File: config.mk
export PLATFORM = sky130hd
export DESIGN_NAME = reg_file_arb
export DESIGN_NICKNAME = d
export VERILOG_FILES = /design/src/rtl/reg_file_arb.sv
export SDC_FILE = /design/constraint.sdc
export NUM_CORES = 1
export LEC_CHECK = 0
export ABC_AREA = 1
export CAP_MARGIN = 20
export CELL_PAD_IN_SITES_DETAIL_PLACEMENT = 1
export CELL_PAD_IN_SITES_GLOBAL_PLACEMENT = 1
export CORE_ASPECT_RATIO = 1.1
export CORE_MARGIN = 2
export CORE_UTILIZATION = 40
export DETAILED_ROUTE_END_ITERATION = 8
export DONT_BUFFER_PORTS = 1
export GPL_ROUTABILITY_DRIVEN = 0
export PLACE_DENSITY = 0.77
export SLEW_MARGIN = 20
export SYNTH_ARGS = -nofsm -noshare
export SYNTH_HDL_FRONTEND = slang
export SYNTH_SLANG_ARGS = --single-unit
File: constraint.sdc
create_clock -name clk -period 6.4 [get_ports clk]
set_input_delay 1.28 -clock clk [delete_from_list [all_inputs] [get_ports clk]]
set_output_delay 1.28 -clock clk [all_outputs]
set_load 0.02 [all_outputs]
File: src/rtl/reg_file_arb.sv
// reg_file_arb: round-robin arbiter merging two requesters onto one credit-flow-controlled register file port.
// Responses return in order and are steered back to their requester via a tag FIFO.
module reg_file_arb #(
    parameter int ADDR_W  = 8,
    parameter int DATA_W  = 32,
    parameter int ERR_W   = 2,
    parameter int CREDITS = 4
) (
    input  logic              clk,
    input  logic              rst,
    input  logic              m0_req,
    input  logic              m0_wr,
    input  logic [ADDR_W-1:0] m0_addr,
    input  logic [DATA_W-1:0] m0_wr_data,
    output logic              m0_gnt,
    output logic              m0_ack,
    output logic [DATA_W-1:0] m0_rd_data,
    output logic [ERR_W-1:0]  m0_err,
    input  logic              m1_req,
    input  logic              m1_wr,
    input  logic [ADDR_W-1:0] m1_addr,
    input  logic [DATA_W-1:0] m1_wr_data,
    output logic              m1_gnt,
    output logic              m1_ack,
    output logic [DATA_W-1:0] m1_rd_data,
    output logic [ERR_W-1:0]  m1_err,
    output logic              o_req,
    output logic              o_wr,
    output logic [ADDR_W-1:0] o_addr,
    output logic [DATA_W-1:0] o_wr_data,
    input  logic [DATA_W-1:0] i_rd_data,
    input  logic              i_ack,
    input  logic              i_credit,
    input  logic [ERR_W-1:0]  i_err,
    output logic              o_busy,
    output logic              o_ack_unexp,
    output logic              o_cred_ovf
);
    localparam int CW = $clog2(CREDITS) + 1;
    localparam int PW = $clog2(CREDITS);

    logic [CW-1:0]      cred, cnt;
    logic [PW-1:0]      wp, rp;
    logic [CREDITS-1:0] tags;
    logic               last, can, issue, pop, head;

    // Grants are gated by rst so every output reads 0 while reset is held.
    always_comb begin
        can    = cred != '0;
        m0_gnt = !rst && can && m0_req && (!m1_req || last);
        m1_gnt = !rst && can && m1_req && (!m0_req || !last);
        issue  = m0_gnt || m1_gnt;
        pop    = i_ack && cnt != '0;
        head   = tags[rp];
        o_busy = cnt != '0;
    end

    always_ff @(posedge clk or posedge rst) begin
        if (rst) begin
            cred        <= CW'(CREDITS);
            cnt         <= '0;
            wp          <= '0;
            rp          <= '0;
            tags        <= '0;
            last        <= 1'b1;
            o_req       <= 1'b0;
            o_wr        <= 1'b0;
            o_addr      <= '0;
            o_wr_data   <= '0;
            m0_ack      <= 1'b0;
            m1_ack      <= 1'b0;
            m0_rd_data  <= '0;
            m1_rd_data  <= '0;
            m0_err      <= '0;
            m1_err      <= '0;
            o_ack_unexp <= 1'b0;
            o_cred_ovf  <= 1'b0;
        end else begin
            o_req <= issue;
            if (issue) begin
                o_wr       <= m1_gnt ? m1_wr : m0_wr;
                o_addr     <= m1_gnt ? m1_addr : m0_addr;
                o_wr_data  <= m1_gnt ? m1_wr_data : m0_wr_data;
                tags[wp]   <= m1_gnt;
                wp         <= wp + 1'b1;
                last       <= m1_gnt;
            end
            if (pop)
                rp <= rp + 1'b1;
            cnt <= cnt + CW'(issue) - CW'(pop);
            if (issue && !i_credit)
                cred <= cred - 1'b1;
            else if (!issue && i_credit) begin
                if (cred == CW'(CREDITS))
                    o_cred_ovf <= 1'b1;
                else
                    cred <= cred + 1'b1;
            end
            if (i_ack && cnt == '0)
                o_ack_unexp <= 1'b1;
            m0_ack <= pop && !head;
            m1_ack <= pop && head;
            if (pop && !head) begin
                m0_rd_data <= i_rd_data;
                m0_err     <= i_err;
            end
            if (pop && head) begin
                m1_rd_data <= i_rd_data;
                m1_err     <= i_err;
            end
        end
    end
endmodule

# Word level (Yosys, flattened, before mapping)
# Index checks and enable logic that the tools add are counted.
[word_totals]
ff_bits = 129
latch_bits = 0
mem_bits_rw = 0
romBits = 0
inputBits = 122
word_cells = 69
memories = 0
[classes]
add_sub_neg = 6
n_mul = 0
div = 0
magnitude_cmp = 3
eq_ne = 2
shift = 0
n_mux = 11
bitwise = 1
reduce_logical = 28
[op_table]
columns = ["operator", "count"]
rows = [
  ["$mux W32", 1],
  ["$logic_and A1 B1 Y1", 12],
  ["$mux W3", 3],
  ["$mux W8", 1],
  ["$logic_not A1 Y1", 7],
  ["$lt A2 B3 Y1 const B", 2],
  ["$reduce_bool A3 Y1", 2],
  ["$add A2 B1 Y2 const B", 2],
  ["$bwmux W4", 1],
  ["$add A3 B1 Y3", 1],
  ["$add A3 B1 Y3 const B", 1],
  ["$eq A3 B3 Y1 const B", 1],
  ["$logic_not A3 Y1", 1],
  ["$logic_or A1 B1 Y1", 3],
  ["$mux W1", 3],
  ["$reduce_and A3 Y1", 1],
  ["$sub A3 B1 Y3", 1],
  ["$sub A3 B1 Y3 const B", 1],
  ["$bmux W1 S2", 1],
  ["$demux W1 S2", 1],
  ["$ge A2 B1 Y1 const B", 1],
  ["$ne A2 B2 Y1 const B", 1],
  ["$reduce_and A2 Y1", 1],
  ["$reduce_bool A2 Y1", 1],
  ["$not A1 Y1", 1],
]

# Logic depth before layout (Yosys ltp)
# Gate-level depths: netlist (run 1).
[logic_depth]
ltp_word = 9
mapped_depth = 13
mapped_depth_nobuf = 12

# Worst setup path after synthesis (run 1)
# Ideal clock, no wire load.
[synth_timing]
kind = "input to register"
start = "input port rst"
end = "register o_wr_data[0]"
setup_ns = 0.125
t_arrival_ns = 5.797
t_required_ns = 6.275
path_slack_ns = 0.478
stages = 5
path_buffers = 1
cell_sequence = "inv_2 -> clkbuf_1 -> nand4_1 -> nand3_1 -> nand2_1"
[synth_between]
elab_chain_cells = 5
word_cells_on_any_way = 8
cone_classes = "1 x mux; 7 x reduce/logical"
[synth_lines]
columns = ["item", "line_no", "source"]
rows = [
  ["from (decl)", "10", "input logic rst,"],
  ["$logic_not A1 Y1 (no line) (*)", "--", ""],
  ["$logic_and A1 B1 Y1 (*)", "50, 51", ""],
  ["$logic_and A1 B1 Y1 (on tied branches) (2 in a row)", "51, 50", ""],
  ["$mux W32 or $logic_or A1 B1 Y1 (tied branches)", "83, 52", ""],
  ["to (signal assigned)", "83", "o_wr_data <= m1_gnt ? m1_wr_data : m0_wr_data;"],
  ["to (decl)", "30", "output logic [DATA_W-1:0] o_wr_data,"],
]
# Mark *: on every way between the ends. The rest lies on a longest branch, timed or not.
# A chain may end at the register's enable or synchronous reset.

# Worst setup path after layout (run 1)
[layout_timing]
start = "input port rst"
end = "output port m0_gnt"
[layout_between]
elab_chain_cells = 4
[layout_lines]
columns = ["item", "line_no", "source"]
rows = [
  ["$logic_not A1 Y1 (no line)", "--", ""],
  ["$logic_and A1 B1 Y1 (3 in a row)", "50", "m0_gnt = !rst && can && m0_req && (!m1_req || last);"],
  ["to (decl)", "15", "output logic m0_gnt,"],
]
# Every way passes these cells.

==> metrics.txt, run 1 <==
# TYPE chip_impl_metric gauge
chip_impl_info{name="critical_path_sink_type",value="output port"} 1
chip_impl_metric{name="ys_async_sr_fraction",unit="%"} 100
chip_impl_metric{name="post_drt_wl_per_cell",unit="um"} 17.7
chip_impl_metric{name="final_antenna_net_count",unit=""} 0
chip_impl_metric{name="clk_transition_reported_paths",unit="ns"} 0.05
chip_impl_metric{name="final_max_slew_viol_count",unit=""} 0
chip_impl_info{name="worst_hold_startpoint",value="tags[2]"} 1
chip_impl_metric{name="grt_first_pass_wirelength",unit="mm"} 27.0
chip_impl_info{name="min_to",value="tags[2]"} 1
chip_impl_metric{name="yosys.area.top_type_share",unit="%"} 52.6
chip_impl_info{name="path_delay_family",value="simple AND/OR/NAND/NOR gates"} 1
chip_impl_metric{name="netlist-cell-type-count",unit=""} 26
chip_impl_metric{name="flow.area_growth_from_synthesis",unit="%"} 11.9
chip_impl_metric{name="dp_hpwl",unit="mm"} 11.4
chip_impl_info{name="cell_chain_critical_path",value="inv_6 -> nand2_2 -> nor2_1"} 1
chip_impl_metric{name="ir_worst_vdd",unit="V"} 0.000223
chip_impl_metric{name="synth.net_count",unit=""} 885
chip_impl_metric{name="mappedNetlistArea",unit="um^2"} 6050
chip_impl_metric{name="avgViaCountPerCell",unit=""} 5.15
chip_impl_metric{name="timing.final.crit_share",unit="%"} 60.8
chip_impl_metric{name="fin_tns_setup",unit="ns"} 0
chip_impl_info{name="yosys-top-cells-count",value="nand2_1 (324), dfrtp_1 (127), inv_1 (99)"} 1
chip_impl_metric{name="count_of_hold_fix_buffers_inserted_at_cts",unit=""} 0
chip_impl_metric{name="dr.first_iter.drc_count",unit=""} 217
chip_impl_metric{name="worst-r2r-setup-slack",unit="ns"} 2.85
chip_impl_metric{name="htreeDepth",unit=""} 4
chip_impl_metric{name="cts-buffers-inserted",unit=""} 17
chip_impl_metric{name="cts_max_path_buffers",unit=""} 2
chip_impl_metric{name="finish.net_count",unit=""} 870
chip_impl_metric{name="fmaxAchievable",unit="GHz"} 0.257
chip_impl_metric{name="whs",unit="ns"} 0.480
chip_impl_metric{name="die-height",unit="um"} 133
chip_impl_metric{name="worstPathArrival",unit="ns"} 2.61
chip_impl_metric{name="setup-violations-final",unit=""} 0
chip_impl_metric{name="antenna_found_initial",unit=""} 0
chip_impl_info{name="hold_path_class",value="register to register"} 1
chip_impl_metric{name="remaining_drc_errors",unit=""} 0
chip_impl_metric{name="grt_resource_usage_total",unit="%"} 21.3
chip_impl_metric{name="total_gr_overflow",unit=""} 0
chip_impl_metric{name="clock_insertion_delay_worst_skew",unit="ns"} 0.42
chip_impl_metric{name="drive_gt1_share",unit="%"} 7.59
chip_impl_metric{name="static_power_due_to_leakage",unit="nW"} 3.74
chip_impl_metric{name="timing.critical_path.fanout_max",unit=""} 91
chip_impl_info{name="kind_of_start_point_of_the_critical_path",value="primary input"} 1
chip_impl_metric{name="first_global_vias",unit=""} 5361
chip_impl_info{name="crit-reg2reg-capture",value="cnt[2]"} 1
chip_impl_metric{name="cpPeakStageDelay",unit="ns"} 0.64
chip_impl_metric{name="finalPower",unit="mW"} 4.06
chip_impl_metric{name="place.port_buffers",unit=""} 0
chip_impl_metric{name="post_synth.cell_area_avg",unit="um^2"} 8.03
chip_impl_metric{name="timing.critical_path.depth",unit=""} 3
chip_impl_metric{name="core",unit="um^2"} 14900
chip_impl_metric{name="fin_worst_skew",unit="ns"} 0.00865
chip_impl_metric{name="synth.yosys.seq_area_share",unit="%"} 53.4
chip_impl_metric{name="finalWirelength",unit="mm"} 16.7
chip_impl_info{name="crit_path_top_delay_cell",value="nor2_1"} 1
chip_impl_info{name="outcome",value="finished clean"} 1
chip_impl_metric{name="antenna_cells_inserted",unit=""} 0
chip_impl_metric{name="cap_viol_max_count",unit=""} 0
chip_impl_info{name="yosysTopAreaCell",value="dfrtp_1"} 1
chip_impl_metric{name="post-route-util",unit="%"} 45.3
chip_impl_metric{name="worst_reg2reg_path_length_in_cells",unit=""} 13
chip_impl_info{name="ys_dominant_reg_cell",value="dfrtp_1"} 1
chip_impl_info{name="most_repeated_cell_in_the_gate_level_netlist_after_synthesis",value="nand2_1"} 1
chip_impl_metric{name="whs_path_depth",unit=""} 2
chip_impl_metric{name="cp_num_buf_inv",unit=""} 1
chip_impl_metric{name="worstPathRequired",unit="ns"} 5.12
chip_impl_info{name="synth_area_leaders",value="dfrtp_1 (53%), nand2_1 (20%), inv_1 (6.1%), nand4_1 (4.2%), nand3_1 (3.6%)"} 1
chip_impl_metric{name="synth_edf_count",unit=""} 0
chip_impl_metric{name="via_count",unit=""} 4881
chip_impl_info{name="grt_setup_unrepaired",value="false"} 1
chip_impl_metric{name="cts.sinks",unit=""} 129
chip_impl_metric{name="postCtsSetupRepairBufs",unit=""} 0
chip_impl_metric{name="ys_ff_latch",unit=""} 129
chip_impl_metric{name="synthCells",unit=""} 753
chip_impl_info{name="r2r-start",value="cred[2]"} 1
chip_impl_metric{name="timing_worst_slew_pin_value",unit="ns"} 0.960
chip_impl_metric{name="floorplan.io_pins",unit=""} 239
chip_impl_metric{name="detailedRoute.firstPassIterationCount",unit=""} 4
chip_impl_metric{name="die_width",unit="um"} 121
chip_impl_metric{name="cellPowerDensity",unit="nW/um^2"} 599
chip_impl_metric{name="hold_viol_final",unit=""} 0
chip_impl_metric{name="post_cts.resized_instances",unit=""} 0
chip_impl_info{name="cts-root-buf",value="clkbuf_16"} 1
chip_impl_metric{name="yosys_warnings",unit=""} 0
chip_impl_metric{name="grt_max_degree",unit=""} 92
chip_impl_metric{name="core.rowCount",unit=""} 47
chip_impl_metric{name="post_layout_minimum_cycle_time",unit="ns"} 3.89
chip_impl_metric{name="die_area",unit="um^2"} 16100
chip_impl_metric{name="timing.slew.headroom",unit="%"} 36.0
chip_impl_metric{name="initial_cell_density_of_the_core",unit="%"} 40.5
chip_impl_info{name="worst-setup-path-type",value="primary input to output port"} 1
chip_impl_info{name="cts_tree",value="built"} 1
==> final cells by class <==
class                      instances  area, um^2
tap                              196         245
fill                            1820        8170
sequential                       129        3230
timing repair buffer               5        37.5
inverter                         106         403
multi-input combinational        479        2200
clock inverter                    14         211
clock buffer                      18         439
==> metrics by stage <==
stage,cell area [um^2],cells,setup slack (ns)
finish,6770,947,2.51
global placement,6120,915,2.38
global route,6770,947,2.32
CTS,6770,947,2.43
detailed placement,6120,915,2.26
floorplan,6050,753,2.63
==> cells in the final DEF, fill, tap and decap left out, drive strengths merged <==
| cell type | n |
|---|---|
| xor2 | 3 |
| fa | 2 |
| inv | 107 |
| xnor2 | 2 |
| clkinvlp | 2 |
| clkbuf | 18 |
| buf | 5 |
| nor2 | 6 |
| o21ai | 37 |
| a31o | 1 |
| nand3 | 46 |
| clkinv | 6 |
| a21oi | 2 |
| nand4 | 41 |
| bufinv | 5 |
| nand3b | 1 |
| nand2 | 329 |
| ha | 8 |
| o21bai | 1 |
| dfrtp | 127 |
| dfstp | 2 |
==> how the worst max path moves through the flow <==
stage | slack, ns | startpoint | end
global route | 2.32 | rst | m0_gnt
floorplan | 2.63 | rst | o_wr_data[0]
global placement | 2.38 | rst | cnt[2]
finish | 2.51 | rst | m0_gnt
detailed placement | 2.26 | rst | cnt[2]
CTS | 2.43 | rst | m0_gnt
==> worst register-to-register path, delay by kind of cell (launching register included) <==
kind            cells  cell delay, ns
simple gates        2            0.83
fa+ha+maj           3            0.82
buf+inv             5            0.73
flops               1            0.57
xor+xnor            2            0.37
compound gates      1            0.15
==> power by group <==
part	total (mW)	switching, mW	internal [mW]
clock network	1.07	0.369	0.701
logic	1.02	0.717	0.300
registers	1.97	0.749	1.22
==> logic make-up after synthesis <==
group                      Yosys count  share of synthesized area, %
and+or+nand+nor                    423                          29.5
buffers and inverters              145                          10.3
DFF                                129                          53.4
AOI/OAI and AO/OA                   41                          3.75
adders and majority gates           10                          2.32
xor gates and xnor gates             5                         0.724
==> sequential cells by signal, summed over array words and instances, names as in the netlist, 2 cells and up <==
signal      flops
wp              2
cnt             3
m1_err          2
tags            4
o_addr          8
m0_rd_data     32
cred            3
o_wr_data      32
rp              2
m1_rd_data     32
m0_err          2
==> layer usage <==
| metal | vias to the layer above | track usage [%] | part of all wire, % |
|---|---|---|---|
| met5 | - | 0 | 0 |
| met4 | 0 | 7.28 | 2.0 |
| met3 | 26 | 8.06 | 9.0 |
| met2 | 199 | 36.5 | 49 |
| met1 | 2377 | 24.3 | 40 |
| li1 | 2279 | - | - |
(Power assumes the default switching activity.)
==> inputs of run 2 (changes only) <==
- clock period: 6.4 -> 3.2 ns (I/O delays scaled with it)
==> metrics.txt, run 2 (synthesized netlist as in run 1, its figures left out) <==
# TYPE chip_impl_metric gauge
chip_impl_metric{name="cap_viol_max_count",unit=""} 0
chip_impl_metric{name="initial_cell_density_of_the_core",unit="%"} 40.5
chip_impl_metric{name="die_area",unit="um^2"} 16100
chip_impl_metric{name="timing.critical_path.fanout_max",unit=""} 46
chip_impl_metric{name="post_layout_minimum_cycle_time",unit="ns"} 2.61
chip_impl_info{name="layout_common_cells",value="nand2_1 (324), dfrtp_1 (127), inv_1 (99)"} 1
chip_impl_metric{name="postCtsSetupRepairBufs",unit=""} 0
chip_impl_metric{name="total_gr_overflow",unit=""} 0
chip_impl_metric{name="grt_max_degree",unit=""} 172
chip_impl_metric{name="count_of_placed_standard_cells_in_the_final_layout_fillers_left_out",unit=""} 950
chip_impl_metric{name="postPlaceCellArea",unit="um^2"} 6150
chip_impl_metric{name="worstPathRequired",unit="ns"} 3.55
chip_impl_metric{name="clk_transition_reported_paths",unit="ns"} 0.06
chip_impl_metric{name="setup-violations-final",unit=""} 0
chip_impl_metric{name="sequential_cell_fraction_of_total_power",unit="%"} 48.6
chip_impl_metric{name="netSwitchingPower",unit="mW"} 3.66
chip_impl_metric{name="cellPowerDensity",unit="nW/um^2"} 1190
chip_impl_metric{name="htreeDepth",unit=""} 4
chip_impl_metric{name="grt_resource_usage_total",unit="%"} 21.5
chip_impl_metric{name="fin_tns_setup",unit="ns"} 0
chip_impl_metric{name="grt_first_pass_wirelength",unit="mm"} 27.2
chip_impl_metric{name="timing.final.crit_share",unit="%"} 81.6
chip_impl_metric{name="post-route-cell-area",unit="um^2"} 6790
chip_impl_metric{name="ir_worst_vdd",unit="V"} 0.000374
chip_impl_metric{name="place.port_buffers",unit=""} 0
chip_impl_metric{name="cts-buffers-inserted",unit=""} 17
chip_impl_info{name="critical_path_sink_type",value="register"} 1
chip_impl_info{name="worst-setup-path-type",value="register to register"} 1
chip_impl_metric{name="remaining_drc_errors",unit=""} 0
chip_impl_metric{name="finalWirelength",unit="mm"} 16.7
chip_impl_metric{name="finalPower",unit="mW"} 8.07
chip_impl_metric{name="flow.area_growth_from_synthesis",unit="%"} 12.2
chip_impl_metric{name="drive_gt1_share",unit="%"} 7.96
chip_impl_metric{name="power_frac_clock",unit="%"} 25.7
chip_impl_metric{name="timing_worst_slew_pin_value",unit="ns"} 0.849
chip_impl_metric{name="timing.slew.headroom",unit="%"} 43.4
chip_impl_metric{name="via_count",unit=""} 4892
chip_impl_metric{name="count_of_hold_fix_buffers_inserted_at_cts",unit=""} 0
chip_impl_metric{name="fmaxAchievable",unit="GHz"} 0.383
chip_impl_metric{name="post-route-util",unit="%"} 45.4
chip_impl_info{name="grt_setup_unrepaired",value="false"} 1
chip_impl_metric{name="detailedRoute.firstPassIterationCount",unit=""} 4
chip_impl_metric{name="core.rowCount",unit=""} 47
chip_impl_metric{name="fin_worst_skew",unit="ns"} 0.00928
chip_impl_metric{name="final_max_slew_viol_count",unit=""} 0
chip_impl_metric{name="power_report.internal_total",unit="mW"} 4.41
chip_impl_metric{name="floorplan.io_pins",unit=""} 239
chip_impl_metric{name="post_drt_wl_per_cell",unit="um"} 17.6
chip_impl_metric{name="dp.cells",unit=""} 918
chip_impl_info{name="reg.largest.list",value="m0_rd_data x32, m1_rd_data x32, o_wr_data x32"} 1
chip_impl_metric{name="die-height",unit="um"} 133
chip_impl_metric{name="avgViaCountPerCell",unit=""} 5.15
chip_impl_metric{name="static_power_due_to_leakage",unit="nW"} 3.75
chip_impl_metric{name="cts_max_path_buffers",unit=""} 2
chip_impl_metric{name="antenna_found_initial",unit=""} 0
chip_impl_metric{name="share_comb_of_total_power",unit="%"} 25.6
chip_impl_metric{name="finish.net_count",unit=""} 873
chip_impl_metric{name="cts.sinks",unit=""} 129
chip_impl_metric{name="core",unit="um^2"} 14900
chip_impl_metric{name="clock_insertion_delay_worst_skew",unit="ns"} 0.42
chip_impl_metric{name="worstPathArrival",unit="ns"} 2.96
chip_impl_info{name="cts_tree",value="built"} 1
chip_impl_metric{name="die_width",unit="um"} 121
chip_impl_info{name="kind_of_start_point_of_the_critical_path",value="register"} 1
chip_impl_metric{name="hold_viol_final",unit=""} 0
chip_impl_info{name="final_common_cell",value="nand2_1"} 1
chip_impl_info{name="cts-root-buf",value="clkbuf_16"} 1
chip_impl_metric{name="dr.first_iter.drc_count",unit=""} 214
chip_impl_metric{name="swShare",unit="%"} 45.4
chip_impl_info{name="hold_path_class",value="primary input to asynchronous set/reset pin"} 1
chip_impl_info{name="outcome",value="finished clean"} 1
chip_impl_metric{name="first_global_vias",unit=""} 5360
chip_impl_metric{name="antenna_cells_inserted",unit=""} 0
chip_impl_metric{name="dp_hpwl",unit="mm"} 11.4
chip_impl_metric{name="final_antenna_net_count",unit=""} 0
chip_impl_metric{name="post_cts.resized_instances",unit=""} 0
-- run 2: layout make-up --
| type | count | area [um^2] |
|---|---|---|
| Tap cell | 196 | 245 |
| Timing Repair Buffer | 8 | 72.6 |
| Inverter | 106 | 403 |
| Fill cell | 1791 | 8150 |
| Multi-Input combinational cell | 479 | 2200 |
| Sequential cell | 129 | 3230 |
| Clock buffer | 19 | 453 |
| Clock inverter | 13 | 184 |
-- run 2: worst paths after layout --
check                        startpoint       endpoint  slack, ns  depth (start not counted)
max                                last        cred[2]       0.59                         12
min                                 rst  o_wr_data[29]       0.33                          2
max reg2reg                        last        cred[2]       0.59                         12
min reg2reg                     tags[0]        tags[0]       0.48                          2
max in group asynchronous           rst  o_wr_data[11]       2.23                          2
min in group clk           i_rd_data[9]  m0_rd_data[9]       0.33                          2
-- run 2: worst max-delay path: stages, from the launching register on --
cell and delay, ns:
dfstp_2 0.56, inv_2 0.04, nand2_1 0.05, nand2_1 0.09, a21oi_4 0.18, buf_4 0.44
ha_1 0.28, inv_1 0.08, fa_1 0.40, xnor2_1 0.22, nand2_1 0.08, nand2_1 0.06
nand2_1 0.05
-- run 2: through the flow --
step                      worst slack [ns]  hold slack [ns]
after floorplan                     0.0721            0.441
after global placement               0.664            0.466
after detailed placement             0.505            0.475
after CTS                            0.544            0.312
after global routing                 0.278            0.321
final                                0.588            0.333
-- run 2: layer usage --
metal	track usage, %	vias to the layer above	share of wire, %
met3	8.92	16	9.7
met4	6.00	0	1.0
met2	37.6	190	51
li1	-	2294	-
met1	23.8	2392	39
met5	0	-	0
-- run 2: power by group through the flow --
stage                     registers (mW)  logic, mW  clock network [mW]
final                               3.92       2.07                2.08
after global placement              3.92       1.91                   0
after floorplan                     3.72       1.66                   0
after global routing                4.04       2.43                2.20
after CTS                           3.94       2.10                2.13
after detailed placement            3.95       2.10                   0
